--- src/rtl/maxpool_pkg.sv ---
// Shared types and reference helpers for the 1D max-pool stage.
package maxpool_pkg;

    localparam int DEFAULT_DATA_WIDTH = 16;

    typedef struct packed {
        logic                          sign;
        logic [DEFAULT_DATA_WIDTH-2:0] mag;
    } sm_t;

    typedef enum logic {
        RUN   = 1'b0,
        FLUSH = 1'b1
    } state_t;

    function automatic sm_t relu(input sm_t x);
        return x.sign ? '0 : x;
    endfunction

    // Operands are already clamped, so only magnitudes matter; ties favour b.
    function automatic sm_t smax(input sm_t a, input sm_t b);
        return (a.mag > b.mag) ? a : b;
    endfunction

endpackage

--- src/rtl/sm_relu_max.sv ---
// Combinational ReLU clamp plus sign-magnitude max of two operands (ties return b).
module sm_relu_max
    import maxpool_pkg::*;
#(
    parameter int DATA_WIDTH = DEFAULT_DATA_WIDTH
) (
    input  logic [DATA_WIDTH-1:0] a,
    input  logic [DATA_WIDTH-1:0] b,
    output logic [DATA_WIDTH-1:0] reluB,
    output logic [DATA_WIDTH-1:0] maxOut
);

    logic [DATA_WIDTH-1:0] reluA;

    // NOTE: every output of a combinational block is assigned on every path, so no latch is inferred.
    always_comb begin
        reluA  = a[DATA_WIDTH-1] ? '0 : a;
        reluB  = b[DATA_WIDTH-1] ? '0 : b;
        maxOut = (reluA[DATA_WIDTH-2:0] > reluB[DATA_WIDTH-2:0]) ? reluA : reluB;
    end

endmodule

--- src/rtl/maxpool1d_stream.sv ---
// Streaming 1D max-pool with ReLU over channel-interleaved sign-magnitude samples.
// Define MAXPOOL_CEIL_EN for ceil mode: partial tail windows are flushed instead of dropped.
module maxpool1d_stream
    import maxpool_pkg::*;
#(
    parameter int DATA_WIDTH = DEFAULT_DATA_WIDTH,
    parameter int CHANNELS   = 8,
    parameter int POOL_SIZE  = 2
) (
    input  logic                  clk,
    input  logic                  rst_n,
    input  logic                  in_valid,
    output logic                  in_ready,
    input  logic [DATA_WIDTH-1:0] in_data,
    input  logic                  in_last,
    output logic                  out_valid,
    input  logic                  out_ready,
    output logic [DATA_WIDTH-1:0] out_data,
    output logic                  out_last,
    output logic                  tail_drop,
    output logic                  err
);

    localparam int CW = (CHANNELS > 1) ? $clog2(CHANNELS) : 1;
    localparam int WW = $clog2(POOL_SIZE);
    localparam logic [CW-1:0] CH_LAST  = CW'(CHANNELS - 1);
    localparam logic [WW-1:0] WIN_LAST = WW'(POOL_SIZE - 1);

    state_t                state, stateNext;
    logic [CW-1:0]         chCnt;
    logic [WW-1:0]         winCnt;
    logic [DATA_WIDTH-1:0] bufMem [CHANNELS];
    logic [DATA_WIDTH-1:0] reluIn, maxIn, loadData;
    logic                  accept, chEnd, winEnd, errStep, tailStep, bufWrite, runLoad;
    logic                  loadOut, loadLast;

`ifdef MAXPOOL_CEIL_EN
    localparam int FW = $clog2(CHANNELS + 1);
    logic [FW-1:0] flushIdx;
    logic          flushLoad;
`endif

    sm_relu_max #(.DATA_WIDTH(DATA_WIDTH)) uRelMax (
        .a      (bufMem[chCnt]),
        .b      (in_data),
        .reluB  (reluIn),
        .maxOut (maxIn)
    );

    assign accept   = in_valid && in_ready;
    assign chEnd    = (chCnt == CH_LAST);
    assign winEnd   = (winCnt == WIN_LAST);
    assign errStep  = accept && in_last && !chEnd;
    assign tailStep = accept && in_last && chEnd && !winEnd;
    assign bufWrite = accept && !winEnd && !errStep;
    assign runLoad  = accept && winEnd && !errStep;

    always_ff @(posedge clk or negedge rst_n) begin
        if (!rst_n) state <= RUN;
        else        state <= stateNext;
    end

    always_comb begin
        stateNext = state;
`ifdef MAXPOOL_CEIL_EN
        if (state == RUN && tailStep)
            stateNext = FLUSH;
        else if (state == FLUSH && flushIdx == FW'(CHANNELS) && out_ready)
            stateNext = RUN;
`endif
    end

    always_comb begin
        in_ready = (state == RUN) && (!out_valid || out_ready);
`ifdef MAXPOOL_CEIL_EN
        flushLoad = (state == FLUSH) && (flushIdx != FW'(CHANNELS)) && (!out_valid || out_ready);
`endif
    end

    always_comb begin
        loadOut  = runLoad;
        loadData = maxIn;
        loadLast = in_last;
`ifdef MAXPOOL_CEIL_EN
        if (flushLoad) begin
            loadOut  = 1'b1;
            loadData = bufMem[flushIdx[CW-1:0]];
            loadLast = (flushIdx == FW'(CHANNELS - 1));
        end
`endif
    end

    // NOTE: the window buffer carries no reset; every entry is rewritten at win_cnt 0 before it is read.
    always_ff @(posedge clk) begin
        if (bufWrite)
            bufMem[chCnt] <= (winCnt == '0) ? reluIn : maxIn;
    end

    // NOTE: sequential state uses non-blocking assignments so all registers update from pre-edge values.
    always_ff @(posedge clk or negedge rst_n) begin
        if (!rst_n) begin
            chCnt     <= '0;
            winCnt    <= '0;
            out_valid <= 1'b0;
            out_data  <= '0;
            out_last  <= 1'b0;
            tail_drop <= 1'b0;
            err       <= 1'b0;
        end else begin
`ifdef MAXPOOL_CEIL_EN
            tail_drop <= 1'b0;
`else
            tail_drop <= tailStep;
`endif
            if (errStep)
                err <= 1'b1;

            if (loadOut) begin
                out_valid <= 1'b1;
                out_data  <= loadData;
                out_last  <= loadLast;
            end else if (out_ready) begin
                out_valid <= 1'b0;
            end

            // Any in_last ends the frame; a clean boundary would wrap both counters to zero anyway.
            if (accept) begin
                if (in_last) begin
                    chCnt  <= '0;
                    winCnt <= '0;
                end else if (chEnd) begin
                    chCnt  <= '0;
                    winCnt <= winEnd ? '0 : winCnt + 1'b1;
                end else begin
                    chCnt <= chCnt + 1'b1;
                end
            end
        end
    end

`ifdef MAXPOOL_CEIL_EN
    always_ff @(posedge clk or negedge rst_n) begin
        if (!rst_n)
            flushIdx <= '0;
        else if (state == RUN)
            flushIdx <= '0;
        else if (flushLoad)
            flushIdx <= flushIdx + 1'b1;
    end
`endif

endmodule
--- config.mk ---
export PLATFORM = sky130hd
export DESIGN_NAME = maxpool1d_stream
export DESIGN_NICKNAME = d
export VERILOG_FILES = /design/src/rtl/maxpool_pkg.sv /design/src/rtl/sm_relu_max.sv /design/src/rtl/maxpool1d_stream.sv
export SDC_FILE = /design/constraint.sdc
export NUM_CORES = 1
export LEC_CHECK = 0
export CORE_ASPECT_RATIO = 0.6
export CORE_MARGIN = 2
export CORE_UTILIZATION = 38
export CTS_CLUSTER_SIZE = 25
export DETAILED_ROUTE_END_ITERATION = 16
export MAX_ROUTING_LAYER = met4
export PLACE_DENSITY = 0.55
export RECOVER_POWER = 25
export SLEW_MARGIN = 20
export SYNTH_ARGS = -nofsm -noshare
export SYNTH_HDL_FRONTEND = slang
export SYNTH_SLANG_ARGS = --single-unit
--- constraint.sdc ---
create_clock -name clk -period 8.55 [get_ports clk]
set_input_delay 1.71 -clock clk [delete_from_list [all_inputs] [get_ports clk]]
set_output_delay 1.71 -clock clk [all_outputs]
set_load 0.005 [all_outputs]
# --- Word level (Yosys, flattened, before mapping) ---
# Memory sizes are Yosys's and may differ from the RTL's.
# Index checks and enable logic that the tools add are counted.
op_classes:
  n_mux: 13
  reduce_logical: 17
  magnitude_cmp: 1
  n_eq_ne: 1
  n_addsub: 2
op_table:
  columns: ["op", "n"]
  rows:
  - ["16-bit 2-to-1 mux", 2]
  - ["15-bit 2-to-1 mux", 2]
  - ["15-bit > comparator", 1]
  - ["1-bit logical AND", 9]
  - ["1-bit 2-to-1 mux", 7]
  - ["3-bit 2-to-1 mux", 2]
  - ["1-bit zero test", 4]
  - ["2-bit nonzero test", 2]
  - ["3-bit by 1-bit adder with 3-bit output (second input constant)", 1]
  - ["3-bit == test (second input constant)", 1]
  - ["2-bit AND reduction", 1]
  - ["1-bit adder (second input constant)", 1]
  - ["1-bit logical OR", 1]
word_totals:
  input_bits: 21
  register_bits: 24
  mem_bits_rw: 128
  n_memories: 1
  elab_cells: 42
mem_list:
  columns: ["memory", "words", "width", "read_ports", "rd_clocked_by_memory_dff", "write_ports", "line_no", "source"]
  rows:
  - ["bufMem", 8, 16, 1, 0, 1, "maxpool1d_stream.sv:32", "logic [DATA_WIDTH-1:0] bufMem [CHANNELS];"]

# --- Logic depth before layout (Yosys ltp) ---
# Gate-level depths: netlist of the first run.
logic_depth:
  depth_word: 9
  depth_mapped: 15
  ltp_nobuf: 12

# --- By module ---
# A second synthesis of the first run with hierarchy kept.
unflattened:
  cells_unflattened: 461
  area_unflattened_um2: 7055.5
modules_own_cells:
  columns: ["module", "area_per_inst_um2", "seq_area_each_um2", "n_inst", "cells_per_inst"]
  rows:
  - ["maxpool1d_stream", 6238.5, 4444.3, 1, 356]
  - ["sm_relu_max", 817.0, 0.0, 1, 105]

# --- Least setup slack after synthesis of the first run ---
# OpenSTA, ideal clock, no wires.
synth_timing:
  path_type: "in2reg"
  startpoint: "input in_data[15]"
  endpoint: "memory bufMem[0][10] in the netlist's numbering, data pin"
  t_arrival_ns: 3.897
  path_stages: 9
  path_slack_ns: 4.423
  setup_time_ns: 0.230
  n_path_buf: 2
  path_cell_list: "clkbuf_1 nand2b_1 ha_1 a21o_1 a221o_1 a21oi_2 a221o_1 buf_4 mux2i_1"
synth_between:
  elab_chain_cells: 4
synth_lines:
  columns: ["item", "line_no", "source"]
  rows:
  - ["start, declared", "maxpool1d_stream.sv:14", "input logic [DATA_WIDTH-1:0] in_data,"]
  - ["15-bit 2-to-1 mux *", "sm_relu_max.sv:18", "reluB = b[DATA_WIDTH-1] ? '0 : b;"]
  - ["15-bit > comparator", "sm_relu_max.sv:19", "maxOut = (reluA[DATA_WIDTH-2:0] > reluB[DATA_WIDTH-2:0]) ? reluA : reluB;"]
  - ["16-bit 2-to-1 mux", "sm_relu_max.sv:19", null]
  - ["16-bit 2-to-1 mux *", "maxpool1d_stream.sv:96", "bufMem[chCnt] <= (winCnt == '0) ? reluIn : maxIn;"]
  - ["end, declared", "maxpool1d_stream.sv:32", null]
# Mark *: on every way between the ends. The rest lies on a longest branch, timed or not.

# --- Final worst setup path of the first run ---
layout_timing:
  startpoint: "register chCnt[2]"
  endpoint: "memory bufMem[1][7] in the netlist's numbering, data pin"
layout_between:
  elab_chain_cells: 5
layout_lines:
  columns: ["item", "line_no", "source"]
  rows:
  - ["start, declared", "maxpool1d_stream.sv:30", "logic [CW-1:0] chCnt;"]
  - ["start signal, assigned", "maxpool1d_stream.sv:135", "chCnt <= chCnt + 1'b1;"]
  - ["memory 8 x 16 bit *", null, null]
  - ["15-bit 2-to-1 mux *", "sm_relu_max.sv:17", "reluA = a[DATA_WIDTH-1] ? '0 : a;"]
  - ["15-bit > comparator", "sm_relu_max.sv:19", null]
  - ["16-bit 2-to-1 mux *", "sm_relu_max.sv:19", null]
  - ["16-bit 2-to-1 mux *", "maxpool1d_stream.sv:96", null]
# Marked as above.

==> summary.md, run 1 <==
| Metric | Value |
|---|---|
| Depth of the CTS H-tree | `4` |
| Clock sink total | `143` |
| Maximum net fanout on the critical path | `29` |
| Final worst-path cycle share | `0.619` |
| Slowest stage cell, crit path | `sky130_fd_sc_hd__dfrtp_2` |
| CP endpoint kind | `flop` |
| Power density relative to cell area | `between 200 and 300 nW/um2` |
| Final hold violations | `0` |
| Post-Syn Nets | `520` |
| Latest clock arrival within the worst-skew pair | `between 0.4 and 0.5 ns` |
| Required time reported for the critical path endpoint | `8.67 ns` |
| Initial DRC Count | `371` |
| CP arrival | `between 5 and 6 ns` |
| TritonCTS clock tree | `done` |
| Final sum of negative setup slack | `0 ns` |
| Worst min-delay path category | `flop to flop` |
| Placed wire-length estimate | `between 10000 and 15000 um` |
| Unrepaired setup endpoints after global routing | `no` |
| Post-Place Cell Area | `7170 um2` |
| Number of maximum-capacitance constraint violations | `0` |
| Number of global-route vias before repair | `just under 4000` |
| Fraction of final layout cells with drive strength greater than 1 | `0.124` |
| Total track usage | `0.186` |
| Remaining global-route overflow | `0` |
| Die Footprint | `18300 um2` |
| Post-synthesis instance area | `6550 um2` |
| Post-CTS clock slew at the launch and capture registers of the worst setup and hold paths | `~0.07 ns` |
| CTS Hold Bufs | `0` |
| Die height | `between 100 and 150 um` |
| Gates resized, CTS repair | `0` |
| Clock root buffer master | `sky130_fd_sc_hd__clkbuf_16` |
| Share of synthesized area occupied by flip-flops and latches | `0.638` |
| Top cell by count, worst path | `sky130_fd_sc_hd__a21oi_1` |
| Synth warnings | `0` |
| Count of flip-flops with a built-in enable after synthesis | `120` |
| List of cells traversed by the critical path | `buf_4 > nor2b_1 > a22oi_1 > a21oi_1 > a311oi_2 > inv_1 > ha_1 > a21oi_1 > o21ai_0 > o21ai_2 > a221o_1 > nor2_1 > a21oi_1` |
| Global-route wire length before repair | `approximately 24000 um` |
| Slew margin rel. | `0.106` |
| Number of rows created at floorplan | `37` |
| Instance count of the mapped netlist | `a little under 500` |
| Max-slew violations | `0` |
| Wire length per cell after detailed routing | `just over 20 um` |
| Post-route cell area | `just under 8000 um2` |
| Core box area | `roughly 17000 um2` |
| Effective utilization at floorplan | `0.386` |
| Total I/O pin count | `between 40 and 50` |
| Horiz. Die Dim | `~170 um` |
| Post-CTS Setup Inserts | `0` |
| Antenna Nets Post-Route | `0` |
| Least-Margin Pin Slew | `1.34 ns` |
| Count of TritonRoute iterations in the first routing pass | `5` |
| DRC violation count after routing | `0` |
| Number of storage elements in the synthesis netlist | `143` |
| Global placement routability congestion | `approximately 0.86` |
| Largest stage delay on the critical path | `0.80 ns` |
| Net count, final | `roughly 560` |
| Achievable clock frequency | `approximately 190 MHz` |
| Distinct cells, synth | `57` |
| Fraction of registers with async set/reset | `0.161` |
| Mean instance size in the synthesized netlist | `13.6 um2` |
| Antenna violations before repair | `0` |
| Critical Path Source Type | `flop` |
| IO Port Bufs | `40` |
| Outcome | `completed` |
| Num CTS Buffers | `17` |
| Worst-case vdd ir drop | `0.131 mV` |
| Count of vias placed by the detailed router | `4143` |
| WS Path Type | `flop to flop` |
| Post-route minimum period | `between 5 and 6 ns` |
| Post-Route WL | `15600 um` |
| WHS | `~0.46 ns` |
| Worst Clk Skew | `between 0.015 and 0.02 ns` |
| Placed Cells incl. Taps | `741` |
| Ant. Diodes | `0` |
| Non-filler instance count after layout | `773` |
| Layout overhead on the synthesized area | `18.1%` |
| Detail-routed via count per cell | `approximately 5.4` |
| Finish-stage setup viols | `0` |
| Top_reg_cell synth | `sky130_fd_sc_hd__edfxtp_1` |
| Clock Path Buffers | `2` |
| Pin count of the biggest net entering global routing | `51` |
| Static leakage power | `between 2 and 3 nW` |
[final timing paths]
kind,from,endpoint,slack [ns],cells past startpoint
max in group asynchronous,rst_n,chCnt[2]$_DFFE_PN0P_,6.09,1
hold reg to reg,err$_DFFE_PN0P_,err$_DFFE_PN0P_,0.46,1
hold / removal,err$_DFFE_PN0P_,err$_DFFE_PN0P_,0.46,1
min in group asynchronous,rst_n,out_valid$_DFFE_PN0P_,1.58,1
setup reg to reg,chCnt[2]$_DFFE_PN0P_,bufMem[1][7]$_DFFE_PP_,3.25,13
setup / recovery,chCnt[2]$_DFFE_PN0P_,bufMem[1][7]$_DFFE_PP_,3.25,13
[stage by stage]
| stage | power (W) | util | setup slack [ns] |
|---|---|---|---|
| after floorplan | 0.00125 | - | 4.42 |
| after global placement | 0.00146 | 0.422 | 3.10 |
| after detailed placement | 0.00146 | 0.422 | 2.99 |
| after CTS | 0.00218 | 0.456 | 3.38 |
| after global routing | 0.00227 | 0.455 | 2.97 |
| final | 0.00216 | 0.455 | 3.25 |
[power breakdown]
group          internal [W]  total, W  switching (W)
clock              0.000410  0.000724       0.000314
sequential         0.000854  0.000886      0.0000319
combinational      0.000220  0.000547       0.000326
total               0.00148   0.00216       0.000672
[layout by cell type, fill, tap and decap left out, drive strengths merged, types with 4 or more instances in the layout]
| master | count |
|---|---|
| a211o | 5 |
| a21o | 4 |
| a21oi | 26 |
| a221o | 6 |
| a22oi | 8 |
| a31oi | 5 |
| and3 | 5 |
| buf | 10 |
| clkbuf | 19 |
| clkdlybuf4s50 | 19 |
| dfrtp | 23 |
| dlygate4sd3 | 20 |
| edfxtp | 120 |
| ha | 17 |
| inv | 23 |
| mux2 | 13 |
| mux2i | 30 |
| mux4 | 6 |
| nand2 | 29 |
| nand2b | 18 |
| nand3 | 9 |
| nand3b | 4 |
| nor2 | 39 |
| nor2b | 9 |
| nor3 | 8 |
| o21ai | 12 |
| o2bb2ai | 5 |
[metal layers]
layer | track usage | routed length (um) | share of wire | vias to the layer above
met5 | - | 0 | 0 | -
met4 | 0.0418 | 50 | 0.0032 | 0
met3 | 0.0354 | 680 | 0.044 | 7
met2 | 0.254 | 6640 | 0.43 | 111
met1 | 0.284 | 8220 | 0.53 | 2101
li1 | - | - | - | 1924
[synth_stat cells, types with 2 or more instances]
cell type                     n  area (um2)
sky130_fd_sc_hd__a211oi_1     3        22.5
sky130_fd_sc_hd__a221oi_1     3        26.3
sky130_fd_sc_hd__a21o_1       4        30.0
sky130_fd_sc_hd__o21ai_1      3        15.0
sky130_fd_sc_hd__nand3_1      9        45.0
sky130_fd_sc_hd__o211ai_1     2        15.0
sky130_fd_sc_hd__dfrtp_1     23         576
sky130_fd_sc_hd__a31oi_1      5        31.3
sky130_fd_sc_hd__or3_1        3        18.8
sky130_fd_sc_hd__nor2b_1      9        56.3
sky130_fd_sc_hd__inv_1       15        56.3
sky130_fd_sc_hd__buf_2       10        50.1
sky130_fd_sc_hd__mux4_2       6         135
sky130_fd_sc_hd__and3_1       5        31.3
sky130_fd_sc_hd__o32ai_1      2        17.5
sky130_fd_sc_hd__nand2b_1    18         113
sky130_fd_sc_hd__nand3b_1     4        30.0
sky130_fd_sc_hd__a211o_1      5        43.8
sky130_fd_sc_hd__o2bb2ai_1    5        43.8
sky130_fd_sc_hd__mux2_2      10         113
sky130_fd_sc_hd__clkbuf_1     6        22.5
sky130_fd_sc_hd__o22ai_1      2        12.5
sky130_fd_sc_hd__buf_4        7        52.6
sky130_fd_sc_hd__buf_6        3        33.8
sky130_fd_sc_hd__mux2_1       3        33.8
sky130_fd_sc_hd__nand2_1     29         109
sky130_fd_sc_hd__a22oi_1      8        60.1
sky130_fd_sc_hd__o31ai_1      2        15.0
sky130_fd_sc_hd__mux2i_1     30         300
sky130_fd_sc_hd__ha_1        17         213
sky130_fd_sc_hd__a221o_1      6        60.1
sky130_fd_sc_hd__a21oi_1     25         125
sky130_fd_sc_hd__nor3_1       7        35.0
sky130_fd_sc_hd__nand4_1      2        12.5
sky130_fd_sc_hd__and2_1       3        18.8
sky130_fd_sc_hd__edfxtp_1   120        3600
sky130_fd_sc_hd__o221ai_1     3        26.3
sky130_fd_sc_hd__o21ai_0      8        40.0
sky130_fd_sc_hd__nor2_1      39         146
[logic make-up after synthesis]
family | Yosys count | synth area share
AOI/OAI and AO/OA | 95 | 0.103
adders and majority gates | 17 | 0.0325
buffers and inverters | 41 | 0.0329
DFF | 143 | 0.638
muxes | 49 | 0.0888
other | 1 | 0.000573
and+or+nand+nor | 136 | 0.104
[final cells by class]
type,instances,area [um2]
Inverter,15,56.3
Tap cell,234,293
Timing Repair Buffer,51,473
Clock buffer,17,425
Fill cell,1548,9260
Clock inverter,15,149
Multi-Input combinational cell,298,2160
Sequential cell,143,4180
[state kept, by name (all words and copies together) (netlist names)]
register / cells
out_last: 1
winCnt: 1
out_valid: 1
chCnt: 3
err: 1
out_data: 15
tail_drop: 1
bufMem: 120
[worst max-delay path, delay by kind of cell (launching register included)]
family	cells	cell delay, ns
DFF	1	0.80
buffers and inverters	2	0.58
adders and majority gates	1	0.26
and+or+nand+nor	2	0.79
AOI/OAI and AO/OA	8	2.51
No activity file was read; power rests on OpenSTA's default activity.
==> run 2, diff against run 1 <==
--- a/config.mk
+++ b/config.mk
@@ -11,7 +11,7 @@
 export CTS_CLUSTER_SIZE = 25
 export DETAILED_ROUTE_END_ITERATION = 16
 export MAX_ROUTING_LAYER = met4
-export PLACE_DENSITY = 0.55
+export PLACE_DENSITY = 0.57
 export RECOVER_POWER = 25
 export SLEW_MARGIN = 20
 export SYNTH_ARGS = -nofsm -noshare
==> constraint.sdc (replaced) <==
create_clock -name clk -period 4.86 [get_ports clk]
set_input_delay 0.972 -clock clk [delete_from_list [all_inputs] [get_ports clk]]
set_output_delay 0.972 -clock clk [all_outputs]
set_load 0.005 [all_outputs]
==> run 2 against run 1 <==
  * Worst setup slack got worse by 2.7 ns
  * Count of clock-buffer cells in the layout increased by 3
  * Global-route usage increased by 0.81 points
  * Maximum frequency increased by 23%
  * Routed wire length increased by 5.2%
  * Critical endpoint is now bufMem[7][6]$_DFFE_PP_
  * Die area unchanged
  * Design area increased by 2.3%
  * Hold slack got worse by 0.0072 ns
  * Final cell count increased by 1.9%
==> summary.md, run 2 (synthesis gave the netlist of run 1 again) <==
| Metric | Value |
|---|---|
| Tot Pwr | `0.00394 W (was 0.00216 W)` |
| Depth of the CTS H-tree | `4 (unchanged)` |
| Achievable clock frequency | `231 MHz (was 189 MHz)` |
| Placed Cells incl. Taps | `755 (was 741)` |
| Clock share of power | `0.350 (was 0.336)` |
| Global-route wire length before repair | `25300 um (was 24400 um)` |
| Post-route minimum period | `4.32 ns (was 5.30 ns)` |
| Max FFs per register | `120 (unchanged)` |
| Non-filler instance count after layout | `788 (was 773)` |
| Outcome | `completed (unchanged)` |
| Filler cell count | `1526 (was 1548)` |
| Net switching fraction of the power | `0.292 (was 0.312)` |
| Critical Path Source Type | `flop (unchanged)` |
| Initial DRC Count | `463 (was 371)` |
| DRC violation count after routing | `0 (unchanged)` |
| Post-Place Cell Area | `7300 um2 (was 7170 um2)` |
| Number of maximum-capacitance constraint violations | `0 (unchanged)` |
| CP arrival | `4.45 ns (was 5.42 ns)` |
| Most frequent standard cell in the layout excluding fill and tap cells | `sky130_fd_sc_hd__edfxtp_1 (unchanged)` |
| Worst Clk Skew | `0.0128 ns (was 0.0160 ns)` |
| Launching point of the worst reg2reg path | `chCnt[2]$_DFFE_PN0P_ (unchanged)` |
| Global placement routability congestion | `0.887 (was 0.862)` |
| Critical path depth | `12 (was 13)` |
| Post-CTS Setup Inserts | `0 (unchanged)` |
| Final sum of negative setup slack | `0 ns (unchanged)` |
| Area of the multi-input gates | `2160 um2 (unchanged)` |
| Post-route cell area | `7910 um2 (was 7730 um2)` |
| Slew margin rel. | `0.137 (was 0.106)` |
| Net count, final | `578 (was 564)` |
| Required time reported for the critical path endpoint | `4.99 ns (was 8.67 ns)` |
| WS Path Type | `flop to flop (unchanged)` |
| Worst-case vdd ir drop | `0.183 mV (was 0.131 mV)` |
| Die height | `106 um (unchanged)` |
| Clock root buffer master | `sky130_fd_sc_hd__clkbuf_16 (unchanged)` |
| Storage cell area | `4180 um2 (about the same)` |
| Power share of the combinational group | `0.250 (was 0.253)` |
| Count of TritonRoute iterations in the first routing pass | `5 (unchanged)` |
| Die Footprint | `18300 um2 (unchanged)` |
| Category of cells accounting for the largest share of critical-path delay | `compound AO/OA/AOI/OAI gates (unchanged)` |
| Largest registers | `bufMem: 120 flops, out_data: 15 flops, chCnt: 3 flops (unchanged)` |
| Core box area | `17000 um2 (unchanged)` |
| Static leakage power | `2.89 nW (was 2.80 nW)` |
| Final hold violations | `0 (unchanged)` |
| Reported net switching power | `0.00115 W (was 0.000672 W)` |
| Fraction of final layout cells with drive strength greater than 1 | `0.143 (was 0.124)` |
| Detail-routed via count per cell | `5.27 (was 5.36)` |
| Layout overhead on the synthesized area | `20.7% (was 18.1%)` |
| Gates resized, CTS repair | `0 (unchanged)` |
| Largest stage delay on the critical path | `0.71 ns (was 0.80 ns)` |
| Worst min-delay path category | `flop to flop (unchanged)` |
| Leading cell types in the layout, fill and taps excluded | `sky130_fd_sc_hd__edfxtp_1, sky130_fd_sc_hd__nor2_1, sky130_fd_sc_hd__mux2i_1, sky130_fd_sc_hd__nand2_1, sky130_fd_sc_hd__a21oi_1 (unchanged)` |
| Num CTS Buffers | `17 (unchanged)` |
| Placed wire-length estimate | `11300 um (was 10500 um)` |
| CP endpoint kind | `flop (unchanged)` |
| Wire length per cell after detailed routing | `20.8 um (was 20.2 um)` |
| Clock sink total | `143 (unchanged)` |
| Slowest stage cell, crit path | `sky130_fd_sc_hd__dfrtp_2 (unchanged)` |
| Antenna Nets Post-Route | `0 (unchanged)` |
| Pin count of the biggest net entering global routing | `29 (was 51)` |
| Latest clock arrival within the worst-skew pair | `0.42 ns (was 0.41 ns)` |
| Number of global-route vias before repair | `4190 (was 3973)` |
| Effective utilization at floorplan | `0.386 (unchanged)` |
| Cell depth of the worst min-delay path | `1 (unchanged)` |
| Reg-to-reg setup timing slack | `0.54 ns (was 3.25 ns)` |
| Destination of the worst register-to-register timing path | `bufMem[7][6]$_DFFE_PP_ (was bufMem[1][7]$_DFFE_PP_)` |
| TritonCTS clock tree | `done (unchanged)` |
| Unrepaired setup endpoints after global routing | `no (unchanged)` |
| Total I/O pin count | `42 (unchanged)` |
| Final worst-path cycle share | `0.889 (was 0.619)` |
| Horiz. Die Dim | `173 um (unchanged)` |
| Number of rows created at floorplan | `37 (unchanged)` |
| List of cells traversed by the critical path | `buf_12 > mux2_2 > a221oi_1 > o221a_2 > inv_1 > ha_1 > and2_1 > a221o_1 > a21oi_2 > a221o_1 > buf_12 > mux2i_1 (was buf_4 > nor2b_1 > a22oi_1 > a21oi_1 > a311oi_2 > inv_1 > ha_1 > a21oi_1 > o21ai_0 > o21ai_2 > a221o_1 > nor2_1 > a21oi_1)` |
| Count of vias placed by the detailed router | `4153 (was 4143)` |
| Least-Margin Pin Slew | `1.29 ns (was 1.34 ns)` |
| Hold worst-path end | `err$_DFFE_PN0P_ (unchanged)` |
| Count of buffer and inverter cells on the critical path | `3 (was 2)` |
| Total track usage | `0.194 (was 0.186)` |
| CTS Hold Bufs | `0 (unchanged)` |
| Antenna violations before repair | `0 (unchanged)` |
| Power Internal | `0.00279 W (was 0.00148 W)` |
| Worst Hold Launch | `err$_DFFE_PN0P_ (unchanged)` |
| Max-slew violations | `0 (unchanged)` |
| Top register by number of flip-flops | `bufMem (unchanged)` |
| Clock Path Buffers | `2 (unchanged)` |
| Remaining global-route overflow | `0 (unchanged)` |
| Finish-stage setup viols | `0 (unchanged)` |
| Depth of the worst register-to-register path | `12 (was 13)` |
| Post-Route WL | `16400 um (was 15600 um)` |
| Maximum net fanout on the critical path | `23 (was 29)` |
| Share of power burned in registers | `0.401 (was 0.411)` |
| IO Port Bufs | `40 (unchanged)` |
| Power density relative to cell area | `499 nW/um2 (was 279 nW/um2)` |
| Post-CTS clock slew at the launch and capture registers of the worst setup and hold paths | `0.06 ns (was 0.07 ns)` |
## run 2: changes by cell type in the layout (fill, tap and decap cells not counted), moves of 2 or more
| cell | delta |
|---|---|
| sky130_fd_sc_hd__buf_12 | +2 |
| sky130_fd_sc_hd__buf_4 | +11 |
| sky130_fd_sc_hd__bufinv_16 | +3 |
| sky130_fd_sc_hd__clkbuf_1 | +4 |
| sky130_fd_sc_hd__inv_6 | -3 |
| sky130_fd_sc_hd__inv_8 | -2 |
## run 2: worst max-delay path by stage
stage                                         end  slack [ns]                 start
after CTS                  bufMem[5][6]$_DFFE_PP_        0.54  chCnt[2]$_DFFE_PN0P_
final                      bufMem[7][6]$_DFFE_PP_        0.54  chCnt[2]$_DFFE_PN0P_
after global placement     bufMem[2][8]$_DFFE_PP_        0.54           in_data[15]
after floorplan           bufMem[0][10]$_DFFE_PP_        1.27  chCnt[0]$_DFFE_PN0P_
after detailed placement   bufMem[3][5]$_DFFE_PP_        0.38           in_data[15]
after global routing       bufMem[7][6]$_DFFE_PP_        0.21  chCnt[2]$_DFFE_PN0P_
## run 2: stage by stage
stage	hold slack [ns]	util	setup WS (ns)
detailed placement	0.456	0.430	0.383
global placement	0.447	0.430	0.540
finish	0.455	0.465	0.537
floorplan	0.451	-	1.27
CTS	0.470	0.466	0.535
global route	0.497	0.465	0.213
## run 2: layout make-up
type	count	share of cell area
clock inverters	12	0.0231
diodes	1	0.000316
clock buffers	20	0.0552
flip-flops and latches	143	0.529
inverters	15	0.00712
multi-input cells	298	0.273
well taps	234	0.0370
repair buffers	65	0.0758
## run 2: power groups by stage
stage	clock network, W	registers [W]	logic, W
floorplan	0	0.00157	0.000625
global placement	0	0.00160	0.000997
detailed placement	0	0.00161	0.00100
CTS	0.00139	0.00159	0.00101
global route	0.00145	0.00160	0.00109
finish	0.00138	0.00158	0.000985
## run 2: metal layers
metal,global-route usage,part of all wire,vias up
li1,-,-,1952
met1,0.284,0.49,2048
met2,0.269,0.43,147
met3,0.0494,0.077,6
met4,0.0454,0.0032,0
met5,-,0,-
